## src/rtl/qbus_dal_sequencer_pkg.sv

```systemverilog
// Shared types for the QBUS DAL transceiver sequencer: FSM state encodings,
// owner codes and the DAL data width.
package qbus_dal_sequencer_pkg;

  localparam int DAL_W = 22;

  typedef enum logic [1:0] {
    ST_IDLE    = 2'd0,
    ST_SETUP   = 2'd1,
    ST_DRIVE   = 2'd2,
    ST_RELEASE = 2'd3
  } dal_state_e;

  typedef enum logic {
    OWN_SLV = 1'b0,
    OWN_DMA = 1'b1
  } dal_owner_e;

endpackage

```

## src/rtl/qbus_dal_sequencer.sv

```systemverilog
// Owns the shared Am2908 DAL transceiver path and sequences direction
// turnaround between the slave-reply and DMA-master requesters.
module qbus_dal_sequencer
  import qbus_dal_sequencer_pkg::*;
#(
  parameter int SETTLE = 1,
  parameter int HOLD   = 1
) (
  input  logic              clk20,
  input  logic              reset_L,
  input  logic              binit,
  input  logic              slv_req,
  input  logic [DAL_W-1:0]  slv_data,
  output logic              slv_gnt,
  input  logic              dma_req,
  input  logic [DAL_W-1:0]  dma_data,
  input  logic              dma_wtbt,
  input  logic              dma_bs7,
  output logic              dma_gnt,
  output logic              on_bus,
  output logic              DALtx,
  output logic              DALst,
  output logic              DALbe_L,
  output logic [DAL_W-1:0]  DALreg,
  output logic              wtbt_o,
  output logic              bs7_o,
  output logic [1:0]        fsm_state
);

  // Handshake: a requester raises its req level and holds it for the whole
  // ownership; its gnt is high from SETUP through DRIVE, and on_bus marks the
  // cycles where BDAL carries its data. Dropping req ends ownership (no preemption).

  localparam logic [2:0] SETTLE_LD = 3'(SETTLE - 1);
  localparam logic [2:0] HOLD_LD   = 3'(HOLD - 1);

  dal_state_e state, state_d;
  dal_owner_e owner, owner_d;
  logic [2:0] cnt, cnt_d;
  logic       owner_req;

  logic             slv_gnt_d, dma_gnt_d, drive_d, tx_d;
  logic [DAL_W-1:0] dal_d;
  logic             wtbt_d, bs7_d;

  assign owner_req = (owner == OWN_SLV) ? slv_req : dma_req;
  assign fsm_state = state;

  always_ff @(posedge clk20 or negedge reset_L) begin
    if (!reset_L) begin
      state <= ST_IDLE;
      owner <= OWN_SLV;
      cnt   <= 3'd0;
    end else begin
      state <= state_d;
      owner <= owner_d;
      cnt   <= cnt_d;
    end
  end

  always_comb begin
    state_d = state;
    owner_d = owner;
    cnt_d   = cnt;
    case (state)
      ST_IDLE: begin
        if (!binit) begin
          if (slv_req) begin
            state_d = ST_SETUP;
            owner_d = OWN_SLV;
            cnt_d   = SETTLE_LD;
          end else if (dma_req) begin
            state_d = ST_SETUP;
            owner_d = OWN_DMA;
            cnt_d   = SETTLE_LD;
          end
        end
      end
      ST_SETUP: begin
        // Abort before DRIVE leaves BDAL undriven; only the HOLD tail remains.
        if (binit || !owner_req) begin
          state_d = ST_RELEASE;
          cnt_d   = HOLD_LD;
        end else if (cnt == 3'd0) begin
          state_d = ST_DRIVE;
        end else begin
          cnt_d = cnt - 3'd1;
        end
      end
      ST_DRIVE: begin
        if (binit || !owner_req) begin
          state_d = ST_RELEASE;
          cnt_d   = HOLD_LD;
        end
      end
      ST_RELEASE: begin
        if (cnt == 3'd0) state_d = ST_IDLE;
        else             cnt_d   = cnt - 3'd1;
      end
      default: state_d = ST_IDLE;
    endcase
  end

  // Pad outputs are registered decodes of the current state, so every
  // response lands one edge after the FSM reaches the corresponding state.
  always_comb begin
    tx_d      = (state != ST_IDLE);
    drive_d   = (state == ST_DRIVE);
    slv_gnt_d = (state == ST_SETUP || state == ST_DRIVE) && (owner == OWN_SLV);
    dma_gnt_d = (state == ST_SETUP || state == ST_DRIVE) && (owner == OWN_DMA);
    dal_d     = DALreg;
    wtbt_d    = wtbt_o;
    bs7_d     = bs7_o;
    if (state == ST_IDLE) begin
      dal_d  = '0;
      wtbt_d = 1'b0;
      bs7_d  = 1'b0;
    end else if (state == ST_SETUP || state == ST_DRIVE) begin
      if (owner == OWN_SLV) begin
        dal_d  = slv_data;
        wtbt_d = 1'b0;
        bs7_d  = 1'b0;
      end else begin
        dal_d  = dma_data;
        wtbt_d = dma_wtbt;
        bs7_d  = dma_bs7;
      end
    end
  end

  always_ff @(posedge clk20 or negedge reset_L) begin
    if (!reset_L) begin
      DALtx   <= 1'b0;
      DALst   <= 1'b0;
      DALbe_L <= 1'b1;
      on_bus  <= 1'b0;
      slv_gnt <= 1'b0;
      dma_gnt <= 1'b0;
      DALreg  <= '0;
      wtbt_o  <= 1'b0;
      bs7_o   <= 1'b0;
    end else begin
      DALtx   <= tx_d;
      DALst   <= drive_d;
      DALbe_L <= !drive_d;
      on_bus  <= drive_d;
      slv_gnt <= slv_gnt_d;
      dma_gnt <= dma_gnt_d;
      DALreg  <= dal_d;
      wtbt_o  <= wtbt_d;
      bs7_o   <= bs7_d;
    end
  end

endmodule

```

## config.mk

```make
export PLATFORM = sky130hd
export DESIGN_NAME = qbus_dal_sequencer
export DESIGN_NICKNAME = d
export VERILOG_FILES = /design/src/rtl/qbus_dal_sequencer_pkg.sv /design/src/rtl/qbus_dal_sequencer.sv
export SDC_FILE = /design/constraint.sdc
export NUM_CORES = 1
export LEC_CHECK = 0
export CORE_UTILIZATION = 40
export CTS_BUF_LIST = sky130_fd_sc_hd__clkbuf_16
export CTS_CLUSTER_DIAMETER = 100
export DETAILED_ROUTE_END_ITERATION = 10
export PLACE_DENSITY = 0.76
export REMOVE_ABC_BUFFERS = 1
export SYNTH_ARGS = -nofsm -noshare
export SYNTH_HDL_FRONTEND = slang
export SYNTH_SLANG_ARGS = --single-unit
```

## constraint.sdc

```tcl
create_clock -name clk20 -period 1.95 [get_ports clk20]
set_input_delay 0.39 -clock clk20 [delete_from_list [all_inputs] [get_ports clk20]]
set_output_delay 0.39 -clock clk20 [all_outputs]
set_load 0.02 [all_outputs]
```

==> impl_metrics.py <==
metrics = {
    "global_routing": {
        "antenna_found_initial": 0,
        "grt.total_usage_pct": 18.2,
        "overflow": 0,
        "grt_pass1_vias": 1328,
        "grt_pass1_wl_mm": 5.90,
        "grt_max_degree": 36,
    },
    "critical_path": {
        "rrSetupSlack_ns": 0.20,
        "crit_type": "reg -> out",
        "path_cells": "clkdlybuf4s50_1",
        "crit_buf_inv": 1,
        "critPathSlowestCell": "clkdlybuf4s50_1",
        "arrival_ns": 1.37,
        "cp-end-kind": "output port",
        "r2r-end": "cnt[0]",
        "start_kind": "register",
        "reg2regPathDepth": 5,
        "critPathMaxFanout": 1,
        "critical-path-max-stage-delay_ns": 0.59,
        "r2r-start": "fsm_state[0]",
        "required_ns": 1.56,
        "cp_top_family": "buffers and inverters",
    },
    "pwr": {
        "total_power_mw": 4.34,
        "p_int_mw": 2.66,
        "p_sw_share_pct": 38.7,
        "switchingPower_mw": 1.68,
        "clockPowerShare_pct": 16.9,
        "powerDensity_nw_per_um2": 1590,
        "p_comb_share_pct": 54.1,
        "peakVddDrop_mv": 0.813,
        "p_seq_share_pct": 29.1,
        "p_leak_nw": 1.20,
    },
    "timing": {
        "fin_crit_sh_pct": 90.1,
        "min_period_ns": 1.76,
        "tns_ns": 0,
        "setup_ws_ns": 0.194,
        "relSlewSlack_pct": 71.0,
        "fin_hold_ws_ns": 0.136,
        "setup_viol": 0,
        "rsz0062_at_grt": "no",
        "drv_slew": 0,
        "final_hold_viol_count": 0,
        "worst_pin_slew_ns": 0.435,
        "fmax_mhz": 569,
        "skew_ns": 0.00334,
    },
    "detailed_routing": {
        "drt_iter0_markers": 71,
        "top_layer_used": "met4",
        "wl_met1_mm": 1.53,
        "routedWlPerCell_um": 12.4,
        "wirelength_mm": 3.70,
        "drc": 0,
        "via_per_inst": 4.92,
        "dr.pass1.iters": 4,
        "wl_met2_mm": 1.85,
        "wl_met3_um": 278,
        "vias": 1467,
        "ant_nets": 0,
    },
    "cts": {
        "htreeDepth": 2,
        "hold_buffers": 0,
        "cts_root_buf": "clkbuf_16",
        "cts_buffers": 5,
        "cts_setup_buffers": 0,
        "clk_latency_ns": 0.27,
        "cts.sinks": 35,
        "clk_pin_slew_ns": 0.05,
        "cts_tree": "built",
        "clk_path_buf_depth": 2,
        "ctsResizeCount": 0,
    },
    "synth": {
        "synth-edff-count": 0,
        "synth_compound_area_share_pct": 13.8,
        "syn_inst": 159,
        "synth-simple-area-share_pct": 10.3,
        "ys_ff_latch": 35,
        "netlist_area_um2": 1700,
        "post_synth.cell_area_avg_um2": 10.7,
        "synth_xor_area_share_pct": 0,
        "ys_warn_count": 0,
        "synth_fa_ha_area_share_pct": 5.15,
        "muxShareOfSynthArea_pct": 15.1,
        "synth_flop_cell": "dfrtp_1",
        "yosysUniqueCellTypes": 30,
        "synth_top_family_by_area": "multiplexers",
        "synth-seq-area-share_pct": 51.5,
        "async_reset_ff_share_pct": 100,
    },
    "placement": {
        "placed_cells": 290,
        "port_buffers": 82,
        "gp_congestion": 0.766,
        "hpwl_mm": 2.76,
        "pre_cts_ws_ns": -0.0884,
        "placed_area_um2": 2590,
    },
    "floorplan": {
        "start_util_pct": 42.2,
        "die_area_um2": 4520,
        "die_w_um": 67.2,
        "core_um2": 4030,
        "row_count": 23,
        "io_pins": 83,
        "dieHeight_um": 67.2,
    },
    "finish": {
        "final_core_util_pct": 67.8,
        "layout.nets": 305,
        "finalNonFillerCells": 298,
        "drive_gt1_share_pct": 8.87,
        "area_delta_synth_final_pct": 60.6,
        "final_cell_area_um2": 2730,
        "num_antenna_cells": 0,
    },
    "hold_path": {
        "hp-class": "in -> async",
    },
    "outcome": {
        "status": "completed",
    },
    "job": {
        "cap_violations": 0,
    },
}
==> worst max-delay path by stage <==
stage / startpoint / end / slack, ns / cells past startpoint
after floorplan: owner / fsm_state[1] / -0.34 / 4
after global placement: slv_req / fsm_state[1] / -0.04 / 5
after detailed placement: slv_req / fsm_state[1] / -0.09 / 5
after CTS: fsm_state[0] / fsm_state[0] / 0.18 / 1
after global routing: fsm_state[0] / cnt[0] / 0.08 / 5
final: DALbe_L / DALbe_L / 0.19 / 1
==> area by class of cell <==
cell class                 count  area [um^2]
tap                           50         62.6
clock inverter                 3         12.5
multi-input combinational    108          753
sequential                    35          877
inverter                       7         26.3
clock buffer                   5          125
fill                         346         1300
timing repair buffer          90          876
==> Yosys cell counts, types with 2 or more instances <==
cell type,n,share of area (%)
clkbuf_1,7,1.5
nand2_1,27,6.0
nor2_1,3,0.66
nor2b_1,3,1.1
nand3_1,2,0.59
dfrtp_1,34,50
o21ai_0,25,7.4
ha_1,7,5.1
inv_1,7,1.5
mux2i_1,23,14
a21oi_1,2,0.59
==> state kept, by name, indices dropped and copies added, names as in the netlist <==
name / cells
wtbt_o: 1
fsm_state: 2
slv_gnt: 1
cnt: 3
DALtx: 1
bs7_o: 1
owner: 1
dma_gnt: 1
DALbe_L: 1
DALreg: 22
DALst: 1
==> kinds of logic after synthesis <==
family | count (synthesis)
buffers and inverters | 16
multiplexers | 25
flip-flops | 35
AND/OR/NAND/NOR | 40
adder cells (fa/ha/maj) | 7
AO/OA/AOI/OAI | 36
==> layer usage <==
layer	up-vias	global-route usage, %
li1	721	-
met1	692	21.8
met2	49	29.4
met3	5	7.26
met4	0	6.38
met5	-	0
==> power groups by stage <==
stage	registers, mW	clock network, mW	logic [mW]
floorplan	1.74	0	0.850
finish	1.26	0.732	2.35
CTS	1.27	0.754	2.39
global route	1.31	0.783	2.56
global placement	1.26	0	2.36
detailed placement	1.28	0	2.39
==> cells in the final DEF, fill, tap and decap left out, types with 2 or more instances in the layout <==
cell type / netlist / routed
clkdlybuf4s50_1: 0 / 81
dfrtp_1: 34 / 34
nand3_1: 2 / 2
mux2i_1: 23 / 23
nand2_1: 27 / 27
inv_1: 7 / 9
buf_4: 1 / 8
nor2_1: 3 / 3
nor2b_1: 3 / 3
a21oi_1: 2 / 2
o21ai_0: 25 / 25
ha_1: 7 / 7
clkbuf_16: 0 / 5
Power figures use the tool's default switching activity.
